$ cat src/rtl/adder_pkg.sv
`default_nettype none
// ============================================================================
// Module   : adder_pkg
// Brief    : Shared defaults, stage-count helper and configuration check for
//            the segmented pipelined adder.
// Revision : 1.0
// ============================================================================
package adder_pkg;

    localparam int unsigned c_def_width = 32;
    localparam int unsigned c_def_seg   = 8;

    typedef enum logic {
        OP_ADD = 1'b0,
        OP_SUB = 1'b1
    } op_e;

    function automatic int unsigned calc_stages(input int unsigned width,
                                                input int unsigned seg);
        return width / seg;
    endfunction

    // WIDTH must be a positive whole number of SEG-bit segments.
    function automatic bit cfg_ok(input int unsigned width,
                                  input int unsigned seg);
        return (seg != 0) && (width >= seg) && ((width % seg) == 0);
    endfunction

endpackage
`default_nettype wire

$ cat src/rtl/adder_segment.sv
`default_nettype none
// ============================================================================
// Module   : adder_segment
// Brief    : Combinational SEG-bit ripple-carry slice built from full_adder.
// Revision : 1.0
// ============================================================================
module adder_segment
    import adder_pkg::*;
#(
    parameter int unsigned SEG = c_def_seg
) (
    input  logic [SEG-1:0] a,
    input  logic [SEG-1:0] b,
    input  logic           cin,
    output logic [SEG-1:0] s,
    output logic           cout
);

    logic [SEG:0] w_c;

    assign w_c[0] = cin;

    for (genvar i = 0; i < SEG; i++) begin : g_bit
        full_adder u_fa (
            .a    (a[i]),
            .b    (b[i]),
            .cin  (w_c[i]),
            .s    (s[i]),
            .cout (w_c[i+1])
        );
    end

    assign cout = w_c[SEG];

endmodule
`default_nettype wire

$ cat src/rtl/full_adder.sv
`default_nettype none
// ============================================================================
// Module   : full_adder
// Brief    : Single-bit full adder cell.
// Revision : 1.0
// ============================================================================
module full_adder (
    input  logic a,
    input  logic b,
    input  logic cin,
    output logic s,
    output logic cout
);

    assign s    = a ^ b ^ cin;
    assign cout = (a & b) | (cin & (a ^ b));

endmodule
`default_nettype wire

$ cat src/rtl/pipelined_adder.sv
`default_nettype none
// ============================================================================
// Module   : pipelined_adder
// Brief    : WIDTH-bit add/sub split into SEG-bit ripple segments, one register
//            stage per segment, valid/ready on both sides. Optional signed
//            overflow output when ADDER_OVERFLOW_EN is defined.
// Revision : 1.0
// ============================================================================
module pipelined_adder
    import adder_pkg::*;
#(
    parameter int unsigned WIDTH = c_def_width,
    parameter int unsigned SEG   = c_def_seg
) (
    input  logic             clk,
    input  logic             rst,
    input  logic             in_valid,
    output logic             in_ready,
    input  logic [WIDTH-1:0] A,
    input  logic [WIDTH-1:0] B,
    input  logic             Cin,
    input  logic             sub,
    output logic             out_valid,
    input  logic             out_ready,
    output logic [WIDTH-1:0] S,
    output logic             carryout
`ifdef ADDER_OVERFLOW_EN
    ,
    output logic             overflow
`endif
);

    localparam int unsigned STAGES = calc_stages(WIDTH, SEG);

    if (!cfg_ok(WIDTH, SEG)) begin : g_bad_cfg
        $error("pipelined_adder: WIDTH must be a positive multiple of SEG");
    end

    logic             w_adv;
    op_e              w_op;
    logic [WIDTH-1:0] w_beff;
    logic             w_c0;

    // Index k is the input of stage k; index STAGES is the pipeline output.
    // Operands shift right by SEG per stage so the next segment is always in
    // the low bits; the result shifts in from the top.
    logic [WIDTH-1:0] w_a_src [STAGES+1];
    logic [WIDTH-1:0] w_b_src [STAGES+1];
    logic [WIDTH-1:0] w_r_src [STAGES+1];
    logic             w_c_src [STAGES+1];
    logic             w_v_src [STAGES+1];
`ifdef ADDER_OVERFLOW_EN
    logic             w_sa_src [STAGES+1];
    logic             w_sb_src [STAGES+1];
`endif

    assign w_adv    = !out_valid || out_ready;
    assign in_ready = w_adv;

    assign w_op   = op_e'(sub);
    assign w_beff = (w_op == OP_SUB) ? ~B   : B;
    assign w_c0   = (w_op == OP_SUB) ? ~Cin : Cin;

    assign w_a_src[0] = A;
    assign w_b_src[0] = w_beff;
    assign w_r_src[0] = '0;
    assign w_c_src[0] = w_c0;
    assign w_v_src[0] = in_valid;
`ifdef ADDER_OVERFLOW_EN
    assign w_sa_src[0] = A[WIDTH-1];
    assign w_sb_src[0] = w_beff[WIDTH-1];
`endif

    for (genvar k = 0; k < STAGES; k++) begin : g_stage
        logic [SEG-1:0]       w_sum;
        logic                 w_cout;
        logic [WIDTH+SEG-1:0] w_res_cat;
        logic [SEG-1:0]       w_unused_res;

        logic [WIDTH-1:0]     r_a;
        logic [WIDTH-1:0]     r_b;
        logic [WIDTH-1:0]     r_res;
        logic                 r_cy;
        logic                 r_vld;
`ifdef ADDER_OVERFLOW_EN
        logic                 r_sa;
        logic                 r_sb;
`endif

        adder_segment #(
            .SEG (SEG)
        ) u_seg (
            .a    (w_a_src[k][SEG-1:0]),
            .b    (w_b_src[k][SEG-1:0]),
            .cin  (w_c_src[k]),
            .s    (w_sum),
            .cout (w_cout)
        );

        // The low SEG bits of the concatenation are the initial zero-fill
        // bits that drop off the bottom as each segment result shifts in.
        assign w_res_cat    = {w_sum, w_r_src[k]};
        assign w_unused_res = w_res_cat[SEG-1:0];

        always_ff @(posedge clk or posedge rst) begin
            if (rst) begin
                r_a   <= '0;
                r_b   <= '0;
                r_res <= '0;
                r_cy  <= 1'b0;
                r_vld <= 1'b0;
`ifdef ADDER_OVERFLOW_EN
                r_sa  <= 1'b0;
                r_sb  <= 1'b0;
`endif
            end else if (w_adv) begin
                r_a   <= w_a_src[k] >> SEG;
                r_b   <= w_b_src[k] >> SEG;
                r_res <= w_res_cat[WIDTH+SEG-1:SEG];
                r_cy  <= w_cout;
                r_vld <= w_v_src[k];
`ifdef ADDER_OVERFLOW_EN
                r_sa  <= w_sa_src[k];
                r_sb  <= w_sb_src[k];
`endif
            end
        end

        assign w_a_src[k+1] = r_a;
        assign w_b_src[k+1] = r_b;
        assign w_r_src[k+1] = r_res;
        assign w_c_src[k+1] = r_cy;
        assign w_v_src[k+1] = r_vld;
`ifdef ADDER_OVERFLOW_EN
        assign w_sa_src[k+1] = r_sa;
        assign w_sb_src[k+1] = r_sb;
`endif
    end

    // Operand bits are fully consumed by the last stage.
    logic w_unused_tail;
    assign w_unused_tail = ^{w_a_src[STAGES], w_b_src[STAGES]};

    assign out_valid = w_v_src[STAGES];
    assign S         = w_r_src[STAGES];
    assign carryout  = w_c_src[STAGES];

`ifdef ADDER_OVERFLOW_EN
    assign overflow = (w_sa_src[STAGES] == w_sb_src[STAGES]) &&
                      (S[WIDTH-1] != w_sa_src[STAGES]);
`endif

endmodule
`default_nettype wire

$ cat config.mk
export PLATFORM = sky130hd
export DESIGN_NAME = pipelined_adder
export DESIGN_NICKNAME = d
export VERILOG_FILES = /design/src/rtl/adder_pkg.sv /design/src/rtl/adder_segment.sv /design/src/rtl/full_adder.sv /design/src/rtl/pipelined_adder.sv
export SDC_FILE = /design/constraint.sdc
export NUM_CORES = 1
export LEC_CHECK = 0
export CAP_MARGIN = 20
export CORE_UTILIZATION = 37
export CTS_CLUSTER_SIZE = 25
export DETAILED_ROUTE_END_ITERATION = 12
export PLACE_DENSITY = 0.57
export SETUP_SLACK_MARGIN = 0.15
export SLEW_MARGIN = 20
export SYNTH_ARGS = -nofsm -noshare
export SYNTH_HDL_FRONTEND = slang
export SYNTH_HIERARCHICAL = 1
export SYNTH_SLANG_ARGS = --single-unit
$ cat constraint.sdc
create_clock -name clk -period 13.4 [get_ports clk]
set_input_delay 2.68 -clock clk [delete_from_list [all_inputs] [get_ports clk]]
set_output_delay 2.68 -clock clk [all_outputs]
set_load 0.1 [all_outputs]
# After elaboration in Yosys (flattened, before gate mapping)
# Index checks and enable logic that the tools add are counted.
[classes]
add_sub_neg = 0
mux = 2
n_mul = 0
order_cmp = 0
reduce_logical = 2
div_mod_pow = 0
n_eq_ne = 0
bitwise = 162
n_shift = 0
[ops]
columns = ["operator", "n"]
rows = [
  ["AND 1 bit", 64],
  ["XOR 1 bit", 64],
  ["two-way mux 32 bit", 1],
  ["inverter 32 bit", 1],
  ["bitwise OR 1 bit", 32],
  ["logical NOT 1 bit", 1],
  ["logical OR 1 bit", 1],
  ["two-way mux 1 bit", 1],
  ["inverter 1 bit", 1],
]
[totals]
mem_count = 0
latchBits = 0
mem_bits_rw = 0
output_inout_bits = 35
regBits = 184
romBits = 0
elab_cells = 184

# Depth between registers and ports, before layout
[logic_depth]
word_depth = 19
depth_mapped = 12
mapped_depth_nobuf = 10

# Cells and area by module
# The synthesis kept the hierarchy.
[by_module_without_submodules]
columns = ["module", "instances", "area_each_um2", "cells_each", "seq_area_each_um2"]
rows = [
  ["pipelined_adder", 1, 7771.2, 428, 4604.4],
  ["full_adder", 32, 20.0, 1, 0.0],
]

# Worst setup path before layout
# OpenSTA, ideal clock, no wires.
[synth_path]
path_type = "in2reg"
from = "input port sub"
to = "register g_stage[0].r_res[31]"
arrival_time_ns = 6.566
path_stages = 12
required_time_ns = 13.275
setup_slack_ns = 6.708
cell_sequence = "buf_2 buf_2 xor2_1 fa_1 fa_1 fa_1 fa_1 fa_1 fa_1 fa_1 fa_1 mux2_4"
[synth_via]
elab_chain_len = 17
elab_cells_between_ends = 32
cone_classes = "mux (2); bitwise (30)"
[synth_lines]
columns = ["element", "line", "text"]
rows = [
  ["start: declaration", "pipelined_adder.sv:22", "input logic sub,"],
  ["two-way mux 32 bit (*)", "pipelined_adder.sv:61", "assign w_beff = (w_op == OP_SUB) ? ~B : B;"],
  ["net w_beff[0]", "pipelined_adder.sv:41", "logic [WIDTH-1:0] w_beff;"],
  ["XOR 1 bit", "full_adder.sv:16", "assign cout = (a & b) | (cin & (a ^ b));"],
  ["AND 1 bit", "full_adder.sv:16", ""],
  ["bitwise OR 1 bit (*)", "full_adder.sv:16", ""],
  ["net g_stage[0].u_seg.w_c[1]", "adder_segment.sv:19", "logic [SEG:0] w_c;"],
  ["AND 1 bit (*)", "full_adder.sv:16", ""],
  ["bitwise OR 1 bit (*)", "full_adder.sv:16", ""],
  ["net g_stage[0].u_seg.w_c[2]", "adder_segment.sv:19", ""],
  ["(+2 left out)", "--", ""],
  ["net g_stage[0].u_seg.w_c[3]", "adder_segment.sv:19", ""],
  ["(+2 left out)", "--", ""],
  ["net g_stage[0].u_seg.w_c[4]", "adder_segment.sv:19", ""],
  ["(+2 left out)", "--", ""],
  ["net g_stage[0].u_seg.w_c[5]", "adder_segment.sv:19", ""],
  ["AND 1 bit (*)", "full_adder.sv:16", ""],
  ["bitwise OR 1 bit (*)", "full_adder.sv:16", ""],
  ["net g_stage[0].u_seg.w_c[6]", "adder_segment.sv:19", ""],
  ["AND 1 bit (*)", "full_adder.sv:16", ""],
  ["bitwise OR 1 bit (*)", "full_adder.sv:16", ""],
  ["net g_stage[0].u_seg.w_c[7]", "adder_segment.sv:19", ""],
  ["XOR 1 bit (*)", "full_adder.sv:15", "assign s = a ^ b ^ cin;"],
  ["net g_stage[0].w_sum[7]", "pipelined_adder.sv:75", "logic [SEG-1:0] w_sum;"],
  ["end signal: assignment", "pipelined_adder.sv:119", "r_res <= w_res_cat[WIDTH+SEG-1:SEG];"],
  ["end: declaration", "pipelined_adder.sv:82", "logic [WIDTH-1:0] r_res;"],
]
# The timed path passes the listed nets; every way through them passes the cells marked *.
# A chain may end at the register's enable or synchronous reset.

# Worst setup path in the final report
[layout_path]
from = "input port out_ready"
to = "output port in_ready"
[layout_via]
elab_chain_len = 1
[layout_lines]
columns = ["element", "line", "text"]
rows = [
  ["start: declaration", "pipelined_adder.sv:24", "input logic out_ready,"],
  ["logical OR 1 bit", "pipelined_adder.sv:57", "assign w_adv = !out_valid || out_ready;"],
  ["end: declaration", "pipelined_adder.sv:18", "output logic in_ready,"],
]
# Every way passes these cells.

==> flow_summary.ini <==
[worst_setup_path]
cp_max_fo = 30
cp-start-kind = input pin
path_cells = clkdlybuf4s50_1 -> nand2b_4 -> clkdlybuf4s50_1
path_common_cell = clkdlybuf4s50_1
cp-end-kind = output port
critPathTopFamily = buffers and inverters
required_ps = 10720
critical_path_class = in -> out
cpPeakStageDelay_ps = 1230
crit_buf_inv = 2
crit_slowest_cell = clkdlybuf4s50_1
worst_ep_arrival_time_ps = 4840

[routing]
routedWlPerCell_um = 16.0
wirelength_um = 13700
drtPass1Iterations = 10
dr.first_iter.drc_count = 160
via_per_inst = 4.51
drc = 7
dr_total_vias = 3851
antenna_left = 0

[power]
pwr-share-comb_pct = 46.6
net-switching-power_mw = 1.04
power.share.sequential_pct = 35.1
swShare_pct = 37.5
p_int_mw = 1.73
leakagePower_nw = 4.66
p_per_area_nw_per_um2 = 272
power_frac_clock_pct = 18.3
ir_worst_vdd_uv = 148

[worst_hold_path]
hp-class = reg -> reg

[synth]
syn_nets = 562
ys_ff_latch = 184
synthAdderAreaFrac_pct = 7.62
netlist_area_um2 = 8410
synthTopCellsByArea = dfrtp_1, mux2_4, fa_1, mux2_2, xor2_1
async_flop_share_pct = 100
synth_warnings = 6
synth_top_family_by_area = multiplexers
synth_top_flop_cell = dfrtp_1
synth_cell_types = 10
synthMuxAreaShare_pct = 31.1
syn_area_per_cell_um2 = 18.3
yosys-top-cells-count = dfrtp_1, mux2_4, mux2_2
synth_most_common_cell = dfrtp_1
yosys.area_share.simple_pct = 0.238
synth-xor-area-share_pct = 3.44
synth_edf_count = 0
seq_area_frac_synth_pct = 54.7
synth_compound_area_share_pct = 0
syn_inst = 460
yosysTopAreaCell = dfrtp_1
synth_top_area_share_pct = 54.7

[global_routing]
antenna_found_initial = 0
grt_usage_pct = 12.9
gr-total-overflow = 0
grt_pass1_vias = 4415
grt_pass1_wl_um = 23400
grt_max_degree = 110

[timing]
fin_crit_sh_pct = 56.1
worst_slew_pin_slew_ps = 1040
slew_viol_final = 0
holdWs_ps = 486
finalHoldViolations = 0
setup_viol = 0
timing.fmax_mhz = 133
relSlewSlack_pct = 30.6
rsz0062_at_grt = false
layout_min_cycle_time_ps = 7520
setup_tns_ps = 0
clock_skew_ps = 5.92

[clock_tree]
clock-sinks = 184
cts_inserted_buffers = 17
cts_tree = yes
insertion_delay_ps = 420
post_cts_buffers = 0
max-clock-path-buffers = 2
cts.reportedPaths.clkPinSlew_ps = 60
cts_hold_buf = 0
htree_levels = 4
post_cts_resized = 0
cts_root_buffer = clkbuf_16

[cells_and_area]
area_growth_pct = 21.0
diodes = 0
nNetsFinal = 664
filler_cell_count = 1927
drive_gt1_share_pct = 38.0

[outcome]
status = finished, violations left
violations = design-rule violations

[die]
die_w_um = 153
start_util_pct = 38.2
die_h_um = 153
ioPinCount = 105
die_area_um2 = 23300
std_cell_rows = 54
core_um2 = 22000

[placement]
gp_congestion = 0.758
hpwl_um = 8770
io_buffers = 104

[flow_run]
maxCapViolCount = 0
stage by stage:
step / setup WS [ps] / instance area [um2] / power [mW] / utilization, % / std cells
2_1_floorplan: 5720 / 8410 / 2.03 / - / 460
3_3_place_gp: 5870 / 9600 / 2.26 / 43.6 / 823
3_5_place_dp: 5850 / 9600 / 2.29 / 43.6 / 823
4_1_cts: 5850 / 10200 / 2.81 / 46.2 / 854
5_1_grt: 5820 / 10200 / 2.93 / 46.2 / 854
6_report: 5880 / 10200 / 2.77 / 46.2 / 854
power groups by stage:
stage | sequential (mW) | combinational [mW] | clock (mW)
floorplan | 1.32 | 0.702 | 0
global placement | 0.975 | 1.29 | 0
detailed placement | 0.983 | 1.30 | 0
CTS | 0.977 | 1.31 | 0.527
global route | 1.01 | 1.37 | 0.549
finish | 0.971 | 1.29 | 0.506
layer usage:
metal | global-route usage (%) | up-vias | routed length, um
met5 | 0 | - | 0
met4 | 5.05 | 0 | 233
met3 | 3.24 | 17 | 533
met2 | 20.1 | 65 | 6430
met1 | 17.1 | 1993 | 6500
li1 | - | 1776 | -
state kept, by name (all words and copies together) (netlist names):
register,count
g_stage.r_a,48
g_stage.r_res,48
g_stage.r_b,48
g_stage.r_vld,3
g_stage.r_cy,3
out_valid,1
S,32
carryout,1
cell type report:
class	count	area, um2	share of cell area, %
sequential	184	4600	45.2
inverter	1	11.3	0.111
multi-input combinational	250	3570	35.0
tap	280	350	3.44
timing repair buffer	108	1070	10.5
clock inverter	11	148	1.45
clock buffer	20	437	4.29
worst register-to-register path, stage by stage, from the launching register on:
cell and delay [ps]:
dfrtp_1 410, fa_1 450, fa_1 410, fa_1 410, fa_1 420, fa_1 420, fa_1 420, fa_1 420
fa_1 440, mux2_4 260
cells by family (layout without fill, tap and decap cells):
| logic type | Yosys count | in the layout |
|---|---|---|
| adder cells (fa/ha/maj) | 32 | 32 |
| multiplexers | 183 | 183 |
| AND/OR/NAND/NOR | 2 | 2 |
| buffers and inverters | 26 | 140 |
| flip-flops | 184 | 184 |
| XOR/XNOR | 33 | 33 |
cell usage in the layout, fill, tap and decap left out, drive strengths merged, types with 3 or more instances in the layout:
master	count
fa	32
bufinv	3
dfrtp	184
buf	5
mux2	183
xor2	33
clkdlybuf4s50	103
clkinvlp	4
clkbuf	20
inv	3
final timing paths:
path                                               start                             to  slack, ps  cells after the start
setup reg to reg           g_stage[2].r_a[0]$_DFFE_PP0P_              S[31]$_DFFE_PP0P_       9240                      9
max in group asynchronous                            rst  g_stage[2].r_a[3]$_DFFE_PP0P_       9170                      3
hold / removal              g_stage[2].r_vld$_DFFE_PP0P_          out_valid$_DFFE_PP0P_        490                      1
min in group asynchronous                            rst               S[1]$_DFFE_PP0P_       2790                      2
setup / recovery                               out_ready                       in_ready       5880                      3
hold reg to reg             g_stage[2].r_vld$_DFFE_PP0P_          out_valid$_DFFE_PP0P_        490                      1
Note: power is estimated with default switching activity, not from simulation.
